[config.mk]
export PLATFORM = sky130hd
export DESIGN_NAME = uart_stl_router
export DESIGN_NICKNAME = d
export VERILOG_FILES = /design/src/rtl/uart_router_pkg.sv /design/src/rtl/uart_tx_framer.sv /design/src/rtl/uart_stl_router.sv
export SDC_FILE = /design/constraint.sdc
export NUM_CORES = 1
export LEC_CHECK = 0
export CORE_AREA = 2 2 117 62
export DETAILED_ROUTE_END_ITERATION = 7
export DIE_AREA = 0 0 119 64
export GPL_ROUTABILITY_DRIVEN = 0
export PLACE_DENSITY_LB_ADDON = 0.25
export SKIP_LAST_GASP = 1
export SYNTH_ARGS = -nofsm -noshare
export SYNTH_HDL_FRONTEND = slang
export SYNTH_SLANG_ARGS = --single-unit
[constraint.sdc]
create_clock -name clk -period 1.8 [get_ports clk]
set_input_delay 0.36 -clock clk [delete_from_list [all_inputs] [get_ports clk]]
set_output_delay 0.36 -clock clk [all_outputs]
set_load 0.01 [all_outputs]
[src/rtl/uart_router_pkg.sv]
// Shared constants and state encodings for the UART <-> SerialTL byte router.
package uart_router_pkg;

    localparam logic [7:0] STL_HDR = 8'h53;
    localparam logic [7:0] CFG_HDR = 8'h43;

    localparam int DEF_STL_BYTES      = 16;
    localparam int DEF_CFG_BYTES      = 8;
    localparam int DEF_RESP_BYTES     = 16;
    localparam int DEF_TIMEOUT_CYCLES = 1_000_000;

    typedef enum logic [1:0] {
        RX_IDLE    = 2'd0,
        RX_FWD_STL = 2'd1,
        RX_FWD_CFG = 2'd2,
        RX_PAD     = 2'd3
    } rx_state_e;

    typedef enum logic {
        TX_HDR  = 1'b0,
        TX_BODY = 1'b1
    } tx_state_e;

endpackage

[src/rtl/uart_tx_framer.sv]
// Prefixes every RESP_BYTES-long STL response with a single header byte on the UART TX stream.
module uart_tx_framer #(
    parameter int         RESP_BYTES = uart_router_pkg::DEF_RESP_BYTES,
    parameter logic [7:0] HDR_BYTE   = uart_router_pkg::STL_HDR
) (
    input  logic       clk,
    input  logic       reset,
    input  logic       stl_resp_valid,
    output logic       stl_resp_ready,
    input  logic [7:0] stl_resp_data,
    output logic       tx_valid,
    input  logic       tx_ready,
    output logic [7:0] tx_data
);
    import uart_router_pkg::*;

    localparam int CNT_W = $clog2(RESP_BYTES + 1);

    tx_state_e        state_q, state_d;
    logic [CNT_W-1:0] cnt_q, cnt_d;
    logic             tx_xfer;

    always_ff @(posedge clk) begin
        if (reset) begin
            state_q <= TX_HDR;
            cnt_q   <= '0;
        end else begin
            state_q <= state_d;
            cnt_q   <= cnt_d;
        end
    end

    assign tx_xfer = tx_valid && tx_ready;

    always_comb begin
        state_d = state_q;
        cnt_d   = cnt_q;
        case (state_q)
            TX_HDR: begin
                if (tx_xfer) begin
                    state_d = TX_BODY;
                    cnt_d   = '0;
                end
            end
            TX_BODY: begin
                if (tx_xfer) begin
                    cnt_d = cnt_q + CNT_W'(1);
                    if (cnt_q == CNT_W'(RESP_BYTES - 1)) begin
                        state_d = TX_HDR;
                    end
                end
            end
            default: state_d = TX_HDR;
        endcase
    end

    // The header byte only appears on the bus once a response is pending, so an idle TX reads 0.
    always_comb begin
        tx_valid       = stl_resp_valid;
        tx_data        = 8'h00;
        stl_resp_ready = 1'b0;
        case (state_q)
            TX_HDR: begin
                tx_data = stl_resp_valid ? HDR_BYTE : 8'h00;
            end
            TX_BODY: begin
                tx_data        = stl_resp_data;
                stl_resp_ready = tx_ready;
            end
            default: ;
        endcase
    end

endmodule

[src/rtl/uart_stl_router.sv]
// Routes header-tagged UART RX frames to the STL or config byte stream, zero-padding
// frames cut short by an inter-byte timeout, and frames STL responses onto UART TX.
module uart_stl_router #(
    parameter int         STL_BYTES      = uart_router_pkg::DEF_STL_BYTES,
    parameter int         CFG_BYTES      = uart_router_pkg::DEF_CFG_BYTES,
    parameter int         RESP_BYTES     = uart_router_pkg::DEF_RESP_BYTES,
    parameter logic [7:0] STL_HDR        = uart_router_pkg::STL_HDR,
    parameter logic [7:0] CFG_HDR        = uart_router_pkg::CFG_HDR,
    parameter int         TIMEOUT_CYCLES = uart_router_pkg::DEF_TIMEOUT_CYCLES
) (
    input  logic       clk,
    input  logic       reset,
    input  logic       rx_valid,
    output logic       rx_ready,
    input  logic [7:0] rx_data,
    output logic       stl_valid,
    input  logic       stl_ready,
    output logic [7:0] stl_data,
    output logic       cfg_valid,
    input  logic       cfg_ready,
    output logic [7:0] cfg_data,
    input  logic       stl_resp_valid,
    output logic       stl_resp_ready,
    input  logic [7:0] stl_resp_data,
    output logic       tx_valid,
    input  logic       tx_ready,
    output logic [7:0] tx_data,
    output logic [7:0] bad_hdr_count,
    output logic [7:0] timeout_count,
    output logic [1:0] rx_state
);
    import uart_router_pkg::*;

    localparam int MAX_BYTES = (STL_BYTES > CFG_BYTES) ? STL_BYTES : CFG_BYTES;
    localparam int REM_W     = $clog2(MAX_BYTES + 1);
    localparam int TMR_W     = $clog2(TIMEOUT_CYCLES + 1);

    function automatic logic [7:0] sat_inc(input logic [7:0] v);
        return (v == 8'hFF) ? v : v + 8'd1;
    endfunction

    rx_state_e        state_q, state_d;
    logic [REM_W-1:0] remaining_q, remaining_d;
    logic [TMR_W-1:0] timer_q, timer_d;
    logic             dest_stl_q, dest_stl_d;
    logic [7:0]       bad_q, bad_d;
    logic [7:0]       tmo_q, tmo_d;
    logic             xfer;

    always_ff @(posedge clk) begin
        if (reset) begin
            state_q     <= RX_IDLE;
            remaining_q <= '0;
            timer_q     <= '0;
            dest_stl_q  <= 1'b0;
            bad_q       <= '0;
            tmo_q       <= '0;
        end else begin
            state_q     <= state_d;
            remaining_q <= remaining_d;
            timer_q     <= timer_d;
            dest_stl_q  <= dest_stl_d;
            bad_q       <= bad_d;
            tmo_q       <= tmo_d;
        end
    end

    assign xfer = (stl_valid && stl_ready) || (cfg_valid && cfg_ready);

    always_comb begin
        state_d     = state_q;
        remaining_d = remaining_q;
        timer_d     = timer_q;
        dest_stl_d  = dest_stl_q;
        bad_d       = bad_q;
        tmo_d       = tmo_q;
        case (state_q)
            RX_IDLE: begin
                if (rx_valid) begin
                    timer_d = '0;
                    if (rx_data == STL_HDR) begin
                        state_d     = RX_FWD_STL;
                        remaining_d = REM_W'(STL_BYTES);
                        dest_stl_d  = 1'b1;
                    end else if (rx_data == CFG_HDR) begin
                        state_d     = RX_FWD_CFG;
                        remaining_d = REM_W'(CFG_BYTES);
                        dest_stl_d  = 1'b0;
                    end else begin
                        bad_d = sat_inc(bad_q);
                    end
                end
            end
            RX_FWD_STL, RX_FWD_CFG: begin
                // A transfer wins over an expiring timer; backpressure (rx_valid held) never ages it.
                if (xfer) begin
                    remaining_d = remaining_q - REM_W'(1);
                    timer_d     = '0;
                    if (remaining_q == REM_W'(1)) begin
                        state_d = RX_IDLE;
                    end
                end else if (!rx_valid) begin
                    if (timer_q == TMR_W'(TIMEOUT_CYCLES - 1)) begin
                        state_d = RX_PAD;
                        tmo_d   = sat_inc(tmo_q);
                        timer_d = '0;
                    end else begin
                        timer_d = timer_q + TMR_W'(1);
                    end
                end
            end
            RX_PAD: begin
                if (xfer) begin
                    remaining_d = remaining_q - REM_W'(1);
                    if (remaining_q == REM_W'(1)) begin
                        state_d = RX_IDLE;
                    end
                end
            end
            default: state_d = RX_IDLE;
        endcase
    end

    always_comb begin
        rx_ready  = 1'b0;
        stl_valid = 1'b0;
        stl_data  = 8'h00;
        cfg_valid = 1'b0;
        cfg_data  = 8'h00;
        case (state_q)
            RX_IDLE: rx_ready = 1'b1;
            RX_FWD_STL: begin
                stl_valid = rx_valid;
                stl_data  = rx_data;
                rx_ready  = stl_ready;
            end
            RX_FWD_CFG: begin
                cfg_valid = rx_valid;
                cfg_data  = rx_data;
                rx_ready  = cfg_ready;
            end
            RX_PAD: begin
                stl_valid = dest_stl_q;
                cfg_valid = !dest_stl_q;
            end
            default: ;
        endcase
    end

    assign rx_state      = state_q;
    assign bad_hdr_count = bad_q;
    assign timeout_count = tmo_q;

    uart_tx_framer #(
        .RESP_BYTES(RESP_BYTES),
        .HDR_BYTE  (STL_HDR)
    ) u_tx_framer (
        .clk           (clk),
        .reset         (reset),
        .stl_resp_valid(stl_resp_valid),
        .stl_resp_ready(stl_resp_ready),
        .stl_resp_data (stl_resp_data),
        .tx_valid      (tx_valid),
        .tx_ready      (tx_ready),
        .tx_data       (tx_data)
    );

endmodule

[After elaboration in Yosys (flattened, before gate mapping)]
Cells that the tools add are included.
Word-level totals
  register bits: 50
  output and inout bits: 47
  word-level logic and storage cells: 91
Operators by class
  $add $sub $neg: 5
  equal/unequal tests: 18
  mux-type cells: 36
  bitwise gates (word level): 7
  reductions and logical operators: 17
Operators with widths (number)
  $mux W20: 4
  $pmux W20 S2: 1
  $mux W5: 6
  $add A20 B1 Y20 const B: 1
  $eq A20 B20 Y1 const B: 1
  $pmux W5 S2: 2
  $add A8 B1 Y8 const B: 2
  $eq A8 B7 Y1 const B: 2
  $eq A8 B8 Y1 const B: 2
  $mux W2: 8
  $mux W8: 2
  $pmux W8 S2: 1
  $reduce_and A5 Y1: 3
  $ne A3 B3 Y1 const B: 3
  $reduce_and A3 Y1: 3
  $mux W7: 1
  $not A1 Y1: 7
  $mux W1: 6
  $ne A2 B2 Y1 const B: 3
  $pmux W1 S2: 3
  $pmux W2 S3: 1
  $add A5 B1 Y5 const B: 1
  $eq A5 B1 Y1 const B: 1
  $eq A5 B4 Y1 const B: 1
  other kinds (13): 18

[Longest topological paths before layout]
  depth in word-level cells: 6
  mapped depth: 10
  depth with buffers taken out: 8

[Hierarchy]
A second synthesis with hierarchy kept.
Unflattened totals
  cells, all modules: 339
  area, all modules: 2810.2 µm²
By module, submodules not included
  uart_stl_router: times used 1, cells each 291, area an instance 2449.8 µm²
  uart_tx_framer: times used 1, cells each 48, area an instance 360.3 µm²

[Worst setup path after synthesis]
OpenSTA, ideal clock, no wires.
  kind: reg-to-reg
  start point: reg state_q[1] (netlist: rx_state[1])
  end point: reg timer_q[11]
  arrival: 1.812 ns
  data required time: 1.685 ns
  path slack: -0.127 ns
  cell stages (with the launch flop): 8
  path through: dfxtp_1 -> ha_1 -> nand2_2 -> a21bo_4 -> a41o_4 -> nor4_4 -> xnor2_1 -> nor2_2
On the way
  cells in the longest elaborated chain, start to end: 6
  elaborated cells between the ends (all ways): 16
  those cells by class: 5 x eq/ne; 4 x mux; 7 x reduce/logical
RTL lines
  from (decl): RTL line uart_stl_router.sv:42  | rx_state_e state_q, state_d;
  from (signal assigned): RTL line uart_stl_router.sv:59  | state_q <= state_d;
  $eq A2 B2 Y1 (tied with other cells): RTL line uart_stl_router.sv:130  | case (state_q)
  $pmux W1 S2: RTL line uart_stl_router.sv:130
  $logic_and A1 B1 Y1: RTL line uart_stl_router.sv:68  | assign xfer = (stl_valid && stl_ready) || (cfg_valid && cfg_ready);
  $logic_or A1 B1 Y1: RTL line uart_stl_router.sv:68
  $ne A3 B3 Y1 (no source line) / $mux W20 (equally long branches)
  $reduce_and A3 Y1 (no source line) / $pmux W20 S2 (equally long branches)
  to (signal assigned): RTL line uart_stl_router.sv:61  | timer_q <= timer_d;
  to (decl): RTL line uart_stl_router.sv:44  | logic [TMR_W-1:0] timer_q, timer_d;
Parallel ways exist; a longest one is shown, timed or not.
A chain may end at the register's enable or synchronous reset.

[Worst setup path in the final report]
  start point: reg timer_q[0]
  end point: reg timer_q[13]
On the way
  cells in the longest elaborated chain, start to end: 5
  elaborated cells between the ends (all ways): 6
  those cells by class: 1 x add/sub; 1 x eq/ne; 4 x mux
RTL lines
  $add A20 B1 Y20 / $eq A20 B20 Y1 (equally long branches): RTL line uart_stl_router.sv:108, uart_stl_router.sv:103
  $mux W20 *: RTL line uart_stl_router.sv:103  | if (timer_q == TMR_W'(TIMEOUT_CYCLES - 1)) begin
  $mux W20 *: RTL line uart_stl_router.sv:102  | end else if (!rx_valid) begin
  $mux W20 *: RTL line uart_stl_router.sv:96  | if (xfer) begin
  $pmux W20 S2 *: RTL line uart_stl_router.sv:77  | case (state_q)
Every way passes the cells marked *; elsewhere a longest branch is shown, timed or not. The select of a mux whose other input is x is not followed.

==> results.json <==
{
  "status": "finished with violations",
  "failed_checks": "negative setup slack",
  "p_total_mw": 2.63,
  "slew_viol_final": 0,
  "yosysTopAreaCell": "dfxtp_1",
  "swShare_pct": 20.9,
  "worstSetupEndpointType": "flop",
  "p_leak_nw": 1.95,
  "synth-edff-count": 0,
  "hold_viol_final": 0,
  "synth.avg_cell_area_um2": 8.21,
  "h-tree-depth": 2,
  "rsz0062_at_grt": "true",
  "cts_max_path_buffers": 2,
  "post_dp_cell_area_um2": 4060,
  "grt_pass1_wl_um": 13100,
  "die_width_um": 119,
  "grt_pass1_vias": 2992,
  "area_growth_pct": 58.2,
  "grt_remaining_overflow": 0,
  "drt_iter0_markers": 136,
  "timing.fmax_ghz": 0.548,
  "clkTransAtPathRegs_ns": 0.07,
  "synthFlopType": "dfxtp_1",
  "yosysSeqAreaShare_pct": 34.5,
  "ant_nets": 0,
  "final_common_cell": "buf_4",
  "via_per_inst": 5.25,
  "synth_area_leaders": "dfxtp_1, xor2_1, nor2_1",
  "critPathMaxFanout": 5,
  "initial_core_util_pct": 44.3,
  "min_path_cells": 2,
  "async_reset_ff_share_pct": 0,
  "maxCapViolCount": 0,
  "drt_pre_antenna_iters": 4,
  "slew_headroom_pct": 72.7,
  "nNetsFinal": 514,
  "yosysTopAreaCellShare_pct": 34.5,
  "cts_hold_buf": 0,
  "hp-start": "u_tx_framer.cnt_q[4]$_SDFFE_PP0P_",
  "yosysUniqueCellTypes": 53,
  "startpoint_type": "flop",
  "numCtsBuffers": 5,
  "hold_path.class": "flop to flop",
  "vias": 3001,
  "finalInstanceArea_um2": 4590,
  "clkSinkCount": 50,
  "period_needed_ns": 1.82,
  "path_class": "flop to flop",
  "diodes": 0,
  "fin_ws_ns": -0.0241,
  "ff_latch_area_um2": 1020,
  "wl_per_cell_um": 14.5,
  "cp.required_ns": 2.02,
  "drive_gt1_share_pct": 30.2,
  "synth-warning-count": 0,
  "r2r_slack_ns": -0.02,
  "whs_ns": 0.496,
  "critical_path.reg2reg.startpoint": "timer_q[0]$_SDFFE_PP0P_",
  "track_usage_pct": 20.8,
  "combinationalPowerShare_pct": 9.7,
  "p_sw_mw": 0.549,
  "grt_max_degree": 26,
  "dpl.cell_count": 553,
  "io_buffer_count": 69,
  "synthCells": 353,
  "worst_pin_slew_ns": 0.407,
  "arrival_ns": 2.04,
  "ir_drop_mv": 0.518,
  "wirelength_um": 8270,
  "finalSetupViolCount": 6,
  "seq_power_share_pct": 42.6,
  "yosys_register_bits": 50,
  "antenna_found_initial": 0,
  "post-route-period-util_pct": 101,
  "dpl.hpwl_um": 5620,
  "intPower_mw": 2.08,
  "fin_cells": 572,
  "r2r-end": "timer_q[13]$_SDFFE_PP0P_",
  "p_per_area_nw_per_um2": 574,
  "netlist_area_um2": 2900,
  "drc_errors": 0,
  "fp.dieArea_um2": 7620,
  "final_cell_mix": "buf_4, nor2_1, dfxtp_1",
  "core_um2": 6540,
  "clockPowerShare_pct": 47.7,
  "pre_cts_ws_ns": -0.495,
  "r2r_cells": 8,
  "cts-root-buf": "clkbuf_16",
  "io_pins": 70,
  "syn-num-nets": 388,
  "fin_skew_ns": 0.00438,
  "cts_tree": "built",
  "holdPathEnd": "u_tx_framer.cnt_q[4]$_SDFFE_PP0P_",
  "fillers": 490,
  "num_rows": 21,
  "die_height_um": 64,
  "multi_input_area_um2": 2060,
  "clock_latency_ns": 0.29
}
## cells in the mapped netlist, types with 2 or more instances
cell type   n
a21boi_0    2
a21o_1      2
a21oi_1    12
a22o_1      2
and2_1     27
and3_1     12
and3b_1     3
buf_2       3
buf_4       3
clkbuf_1   10
dfxtp_1    50
ha_1       12
inv_1       8
mux2i_1     5
nand2_1    34
nand2_2     2
nand2b_1    3
nand3_1    15
nand4_1    16
nor2_1     48
nor2b_1     2
nor3_1     12
o21ai_0     8
o22ai_1     2
or3_1       2
xnor2_1    10
xor2_1     22
## metal layers
metal	global-route usage [%]	wire, µm	vias to the layer above
met5	0	0	-
met4	6.85	106	0
met3	3.57	235	13
met2	40.0	4340	67
met1	23.6	3590	1452
li1	-	-	1469
## worst max path at each step
stage / end / start / slack, ns / cells past startpoint
after floorplan: timer_q[11]$_SDFFE_PP0P_ / rx_state[1]$_SDFFE_PP0P_ / -0.02 / 7
after global placement: bad_hdr_count[4]$_SDFFE_PP0P_ / rx_data[3] / -0.47 / 8
after detailed placement: bad_hdr_count[3]$_SDFFE_PP0P_ / rx_data[3] / -0.49 / 8
after CTS: rx_ready / rx_state[0]$_SDFFE_PP0P_ / -0.1 / 5
after global routing: remaining_q[1]$_SDFFE_PP0P_ / rx_state[0]$_SDFFE_PP0P_ / -0.11 / 9
final: timer_q[13]$_SDFFE_PP0P_ / timer_q[0]$_SDFFE_PP0P_ / -0.02 / 8
## critical path, cell delays in order (launching register included)
cell and delay, ns:
dfxtp_1 0.31, ha_1 0.21, and3_4 0.20, nand2_4 0.09, nor2_1 0.06, buf_4 0.15
nor4_4 0.42, nand3_1 0.15, mux2i_1 0.15
## state kept, by name (all words and copies together), names as in the netlist
register	cells
u_tx_framer.state_q	1
rx_state	2
bad_hdr_count	8
timeout_count	8
timer_q	20
remaining_q	5
dest_stl_q	1
u_tx_framer.cnt_q	5
## power by group through the flow
stage / sequential, mW / clock, mW / combinational, mW
2_1_floorplan: 1.15 / 0 / 0.0989
3_3_place_gp: 1.15 / 0 / 0.243
3_5_place_dp: 1.15 / 0 / 0.249
4_1_cts: 1.12 / 1.26 / 0.250
5_1_grt: 1.12 / 1.31 / 0.276
6_report: 1.12 / 1.26 / 0.256
## cell families (layout without fill, tap and decap cells)
kind of cell,after synthesis,in the layout,share of synthesized area (%)
AO/OA/AOI/OAI,41,41,10.8
XOR/XNOR,32,32,9.67
adder cells (fa/ha/maj),12,12,5.18
buffers and inverters,24,151,3.63
flip-flops,50,50,34.5
multiplexers,6,6,2.12
AND/OR/NAND/NOR,188,188,34.1
## metrics by stage
step	utilization, %	TNS [ns]
6_report	70.1	-0.112
5_1_grt	70.1	-1.79
4_1_cts	66.2	-0.228
3_5_place_dp	62.0	-19.95
3_3_place_gp	62.0	-18.52
2_1_floorplan	-	-0.233
## timing repair
item / CTS / global route
buffers inserted: 4 / 8
setup endpoints to repair: 69 / 48
gates resized for setup: 98 / 61
endpoints found under the hold margin: 0 / 0
pin swaps: 8 / 24
## layout make-up
| class | count | area share (%) |
|---|---|---|
| Multi-Input combinational cell | 279 | 44.8 |
| Timing Repair Buffer | 135 | 25.3 |
| Sequential cell | 50 | 22.3 |
| Clock buffer | 6 | 3.03 |
| Tap cell | 92 | 2.51 |
| Clock inverter | 2 | 1.31 |
| Inverter | 8 | 0.764 |
(Power assumes the default switching activity.)
==> edit 1: new RTL, config.mk and constraints unchanged <==
Add an input register stage for `cfg_ready`; this delays it by one clock. The other inputs are not delayed to match.
--- a/src/rtl/uart_stl_router.sv
+++ b/src/rtl/uart_stl_router.sv
@@ -35,6 +35,12 @@
     localparam int REM_W     = $clog2(MAX_BYTES + 1);
     localparam int TMR_W     = $clog2(TIMEOUT_CYCLES + 1);
 
+    logic cfg_ready_q;
+
+    always_ff @(posedge clk) begin
+        cfg_ready_q <= cfg_ready;
+    end
+
     function automatic logic [7:0] sat_inc(input logic [7:0] v);
         return (v == 8'hFF) ? v : v + 8'd1;
     endfunction
@@ -65,7 +71,7 @@
         end
     end
 
-    assign xfer = (stl_valid && stl_ready) || (cfg_valid && cfg_ready);
+    assign xfer = (stl_valid && stl_ready) || (cfg_valid && cfg_ready_q);
 
     always_comb begin
         state_d     = state_q;
@@ -137,7 +143,7 @@
             RX_FWD_CFG: begin
                 cfg_valid = rx_valid;
                 cfg_data  = rx_data;
-                rx_ready  = cfg_ready;
+                rx_ready  = cfg_ready_q;
             end
             RX_PAD: begin
                 stl_valid = dest_stl_q;
Function: changed (a bounded check fails within 4 cycles, from zero or initial values and one cycle with reset high).
==> edit 1 against the original RTL <==
- global-route usage rose by 4.6 points
- non-clock buffer count increased by 29
- critical path type unchanged
- design area increased by 12%
- combinational power is 11% higher
- setup slack worse by 0.29 ns
- the run still ends with negative setup slack left
- routed wire length rose by 30%
- total power fell by 9.7%
- maximum frequency shrank 14%
- synthesized area up 3.5%
- worst hold slack lost 0.012 ns
- first-iteration DRC count grew 130%
- sequential cell count rose by 1
- critical path depth grew 1
- die area stayed put
==> edit 1: results (changes against the original RTL) <==
stage;metric;value;unit;change
setup_path;Worst Path Max Fanout;7;;+2
logic_synthesis;proportion of synthesized flip-flops having asynchronous set or reset;0;%;unchanged
logic_synthesis;most frequent cells after synthesis;51 x dfxtp_1, 42 x nor2_1, 28 x nand2_1;;
placement;post-DP HPWL;6.57;mm;+17%
routing;first-pass iteration count of the detailed router;4;;unchanged
layout;Largest register FFs;20;;unchanged
run_status;violations in the final reports;negative setup slack;;
setup_path;Crit path max-delay family;compound AO/OA/AOI/OAI gates;;
logic_synthesis;share of synthesized area occupied by flip-flops and latches;34.0;%;-0.51 points
cts;clock transition at the registers of the reported paths;0.07;ns;about the same
global_routing;vias in the first global route;3281;;+9.7%
global_routing;global-route usage over all layers;25.4;%;+4.6 points
global_routing;pin count of the biggest net entering global routing;24;;-7.7%
logic_synthesis;Syn. warnings;0;;unchanged
global_routing;wire length of the first global-routing pass;15.6;mm;+19%
cts;worst-case clock buffer depth;2;;unchanged
setup_path;data arrival time of the critical path;2.29;ns;+0.25 ns
timing;relative max-transition margin;69.9;%;-2.8 points
cts;clock latency of the later-clocked register in the worst-skew pair;0.30;ns;
logic_synthesis;number of distinct standard cells referenced by the synthesized netlist;54;;+1.9%
setup_path;largest incremental delay on the critical path;0.41;ns;
logic_synthesis;prevailing post-synth register cell;dfxtp_1;;
placement;cell count after placement;585;;+5.8%
setup_path;master of the slowest instance on the critical path;dfxtp_4;;
placement;worst slack, placed;-0.541;ns;-0.0465 ns
logic_synthesis;synthesized instance count;369;;+4.5%
cts;Inserted Clock Buffers;5;;unchanged
global_routing;number of antenna violations at the first check in global routing;0;;unchanged
timing;crit path setup slack, layout;-0.313;ns;-0.289 ns
routing;average routed wire per standard cell;17.5;µm;+21%
power_and_ir_drop;Max VDD drop;0.387;mV;-25%
layout;share of final-layout standard cells stronger than drive strength 1;40.5;%;+10 points
run_status;status;finished with violations;;
routing;DRT iter0 DRCs;309;;+130%
power_and_ir_drop;LEAKAGE;0.00198;µW;+1.1%
layout;Ant. Diodes;0;;unchanged
timing;TNS Setup;-6.82;ns;-6.71 ns
timing;final count of negative-setup-slack endpoints;48;;+42
cts;root buffer selected by CTS;clkbuf_16;;
logic_synthesis;Area contributors post-synth;dfxtp_1 34%, and2_1 5.6%, nor2_1 5.3%;;
cts;H-tree depth reported by CTS;2;;unchanged
layout;Final Non-Filler Cells;613;;+7.2%
logic_synthesis;post-synthesis net count;404;;+4.1%
routing;via/cell ratio;5.57;;+6.1%
placement;port bufs;69;;unchanged
layout;final net count;555;;+8.0%
timing;Setup Skew;0.00456;ns;+0.000179 ns
==> edit 1: cell types whose count changed after synthesis, moves of 5 or more <==
cell,before,now
nor2_1,48,42
xor2_1,22,7
a21oi_1,12,24
nand2_1,34,28
xnor2_1,10,17
nand4_1,16,9
o21ai_0,8,16
or3_1,2,7
==> edit 1: area by class of cell <==
type	instances	area, µm²
Tap cell	92	115
Multi-Input combinational cell	289	2370
Clock buffer	6	129
Fill cell	397	1430
Timing Repair Buffer	164	1430
Inverter	9	38.8
Sequential cell	51	1030
Clock inverter	2	12.5
==> edit 1: metal layers <==
metal / vias to the layer above / share of wire [%] / global-route usage (%) / wire [µm]
met5: - / 0 / 0 / 0
li1: 1618 / - / - / -
met4: 0 / 3.8 / 9.82 / 405
met1: 1639 / 39 / 29.7 / 4230
met3: 37 / 4.8 / 5.18 / 514
met2: 118 / 52 / 46.3 / 5580
==> edit 1: timing repair <==
item                       4_1_cts  5_1_grt
gates cloned                     1        0
buffers inserted                10       11
hold endpoints to repair         0        0
gates resized for setup        151       58
setup endpoints to repair       71       51
pin swaps                       40       18
==> edit 1: kinds of logic (layout without fill, tap and decap cells) <==
logic type / Yosys count / in the layout / synth area share (%)
adder cells (fa/ha/maj): 12 / 12 / 5.00
multiplexers: 1 / 1 / 0.334
flip-flops: 51 / 51 / 34.0
AO/OA/AOI/OAI: 64 / 64 / 13.8
AND/OR/NAND/NOR: 187 / 188 / 35.4
XOR/XNOR: 24 / 24 / 7.01
buffers and inverters: 30 / 181 / 4.46
==> edit 1: metrics by stage <==
step,hold slack (ns),area (µm²)
floorplan,0.388,3120
global placement,0.460,4360
detailed placement,0.472,4360
CTS,0.481,4790
global route,0.510,5120
finish,0.484,5120
==> edit 1: power breakdown <==
| group | internal (µW) | switching [µW] | leakage [µW] |
|---|---|---|---|
| logic | 146 | 137 | 0.00150 |
| clock network | 514 | 431 | 0.0000669 |
| registers | 1140 | 12.8 | 0.000414 |
==> edit 1: path summary, 6_finish.rpt <==
kind,startpoint,endpoint,slack (ns),cells after the start
worst max-delay path,rx_state[1],timeout_count[5],-0.31,9
worst min-delay path,u_tx_framer.cnt_q[1],u_tx_framer.cnt_q[1],0.48,2
worst max register to register,rx_state[1],timeout_count[5],-0.31,9
worst min register to register,u_tx_framer.cnt_q[1],u_tx_framer.cnt_q[1],0.48,2
==> edit 1: worst register-to-register path, stage by stage (launching register included) <==
cell and delay [ns]:
dfxtp_4 0.41, inv_4 0.06, ha_4 0.16, a22o_4 0.25, a221oi_4 0.33, buf_6 0.18
nand2_2 0.08, buf_6 0.14, o21ai_0 0.25, a21oi_1 0.14
==> edit 2: new RTL, same settings <==
Without the edit above. `DEF_STL_BYTES`: 16 -> 32.
--- a/src/rtl/uart_router_pkg.sv
+++ b/src/rtl/uart_router_pkg.sv
@@ -4,7 +4,7 @@
     localparam logic [7:0] STL_HDR = 8'h53;
     localparam logic [7:0] CFG_HDR = 8'h43;
 
-    localparam int DEF_STL_BYTES      = 16;
+    localparam int DEF_STL_BYTES      = 32;
     localparam int DEF_CFG_BYTES      = 8;
     localparam int DEF_RESP_BYTES     = 16;
     localparam int DEF_TIMEOUT_CYCLES = 1_000_000;
Function: no difference found for any inputs over 4 cycles, from zero or initial values and one cycle with reset high; that may be too few to reach the edited logic, so the function may still have changed.
==> edit 2 against the original RTL <==
- setup slack got worse by 0.17 ns
- the run still ends with negative setup slack left
- design area up 4.7%
- via count increased by 11%
- critical path depth is the same
- synthesized area up 0.17%
- critical path type unchanged
- sequential cell count increased by 1
- routed wire length grew 15%
- global-route usage up 3.4 points
- total power decreased by 5.3%
==> edit 2: results (changes against the original RTL) <==
stage;metric;value;unit;change
logic_synthesis;share of synthesized area occupied by flip-flops and latches;35.2;%;+0.63 points
routing;total wire length;9.55;mm;+15%
timing;slew at the pin with the worst max-slew slack;0.461;ns;+0.0535 ns
timing;number of endpoints with negative hold slack in the final report;0;;unchanged
cts;clock transition at the registers of the reported paths;0.07;ns;about the same
cts;root buffer selected by CTS;clkbuf_16;;
layout;final net count;543;;+5.6%
run_status;status;finished with violations;;
run_status;violations in the final reports;negative setup slack;;
layout;share of final-layout standard cells stronger than drive strength 1;36.9;%;+6.7 points
routing;first-pass iteration count of the detailed router;5;;+1
layout;number of fill cells in the layout;429;;-12%
cts;H-tree depth reported by CTS;2;;unchanged
global_routing;pin count of the biggest net entering global routing;17;;-35%
placement;port bufs;69;;unchanged
cts;number of buffers inserted by hold repair at cts;0;;unchanged
global_routing;global-route usage over all layers;24.3;%;+3.4 points
setup_path;Worst Path Max Fanout;6;;+1
global_routing;wire length of the first global-routing pass;15.2;mm;+16%
cts;Inserted Clock Buffers;5;;unchanged
placement;worst slack, placed;-0.629;ns;-0.134 ns
setup_path;data arrival time of the critical path;2.19;ns;+0.15 ns
logic_synthesis;most frequent cells after synthesis;53 x nor2_1, 51 x dfxtp_1, 35 x nand2_1;;
logic_synthesis;Area contributors post-synth;dfxtp_1 35%, nor2_1 6.9%, and2_1 5.6%;;
cts;clock latency of the later-clocked register in the worst-skew pair;0.29;ns;about the same
logic_synthesis;Syn. warnings;0;;unchanged
cts;worst-case clock buffer depth;2;;unchanged
routing;DRT iter0 DRCs;141;;+3.7%
logic_synthesis;number of distinct standard cells referenced by the synthesized netlist;50;;-5.7%
logic_synthesis;proportion of synthesized flip-flops having asynchronous set or reset;0;%;unchanged
power_and_ir_drop;LEAKAGE;0.00199;µW;+1.8%
setup_path;Critical Path Sink;timer_q[12];;
hold_path;Tightest Hold Check Type;flip-flop to flip-flop;;
global_routing;number of antenna violations at the first check in global routing;0;;unchanged
timing;Setup Skew;0.00307;ns;-0.00130 ns
setup_path;reg-to-reg critical path startpoint;rx_state[0];;
setup_path;depth of the worst register-to-register path;8;;unchanged
layout;Largest register FFs;20;;unchanged
placement;post-DP HPWL;6.28;mm;+12%
power_and_ir_drop;Max VDD drop;0.393;mV;-24%
layout;Ant. Diodes;0;;unchanged
hold_path;Hold Crit Start;u_tx_framer.cnt_q[1];;
routing;vias post-DR;3332;;+11%
setup_path;Worst Setup Start Kind;flip-flop;;
layout;top register by number of flip-flops;timer_q;;
timing;crit path setup slack, layout;-0.199;ns;-0.175 ns
logic_synthesis;post-synthesis net count;400;;+3.1%
timing;final count of negative-setup-slack endpoints;29;;+23
==> edit 2: cell count changes after synthesis, sizes merged, moves of 3 or more <==
| cell | unedited run | this run |
|---|---|---|
| mux2i | 5 | 2 |
| and3 | 12 | 7 |
| or3 | 2 | 5 |
| xor2 | 22 | 15 |
| xnor2 | 10 | 16 |
| nor4 | 3 | 8 |
| nor2 | 49 | 53 |
| inv | 8 | 13 |
| a21oi | 12 | 17 |
==> edit 2: worst min path at each step <==
stage                           endpoint  slack (ns)  depth (start not counted)
floorplan                 remaining_q[4]        0.44                          1
global placement          remaining_q[4]        0.46                          1
detailed placement        remaining_q[4]        0.47                          1
CTS                 u_tx_framer.cnt_q[1]        0.48                          2
global route              remaining_q[4]        0.51                          1
finish              u_tx_framer.cnt_q[1]        0.48                          2
==> edit 2: cell families after synthesis <==
family | synth area share, %
buffers and inverters | 4.10
flip-flops | 35.2
AO/OA/AOI/OAI | 10.6
adder cells (fa/ha/maj) | 5.17
AND/OR/NAND/NOR | 35.0
multiplexers | 0.690
XOR/XNOR | 9.35
==> edit 2: layer usage <==
| metal | global-route usage [%] | vias to the layer above | routed length, µm |
|---|---|---|---|
| met2 | 47.3 | 111 | 5010 |
| met1 | 26.9 | 1655 | 3870 |
| li1 | - | 1544 | - |
| met5 | 0 | - | 0 |
| met3 | 4.11 | 22 | 475 |
| met4 | 8.04 | 0 | 192 |
==> edit 2: area by class of cell <==
cell class,instances,area share [%]
Multi-Input combinational cell,287,45.5
Clock inverter,1,0.182
Inverter,13,1.07
Clock buffer,7,3.41
Tap cell,92,2.40
Sequential cell,51,21.6
Timing Repair Buffer,150,25.8
==> edit 2: stage by stage <==
| stage | hold slack (ns) | cells | setup TNS (ns) | instance area [µm²] |
|---|---|---|---|---|
| 6_report | 0.485 | 601 | -3.59 | 4800 |
| 5_1_grt | 0.513 | 601 | -4.85 | 4800 |
| 4_1_cts | 0.481 | 594 | -3.46 | 4610 |
| 3_5_place_dp | 0.468 | 577 | -24.91 | 4240 |
| 3_3_place_gp | 0.459 | 577 | -21.68 | 4240 |
| 2_1_floorplan | 0.439 | 365 | -1.21 | 3010 |
==> edit 2: power by group <==
group          leakage [µW]  switching, µW  total [µW]  internal (µW)
clock network     0.0000857            448        1090            644
logic               0.00149            123         255            132
registers          0.000417           10.6        1140           1130
total               0.00199            581        2490           1910
==> edit 2: timing repair <==
item / 4_1_cts / 5_1_grt
pin swaps: 23 / 27
setup buffers: 9 / 7
resized for setup: 124 / 48
cloned: 1 / 1
setup endpoints to repair: 74 / 63
==> edit 2: worst max-delay path, stage by stage (launching register included) <==
cell and delay [ns]:
dfxtp_4 0.38, ha_4 0.18, a22o_4 0.26, and2_4 0.17, o41a_1 0.38, buf_6 0.17, nand4_1 0.09, xor2_1 0.19
nor2_1 0.06
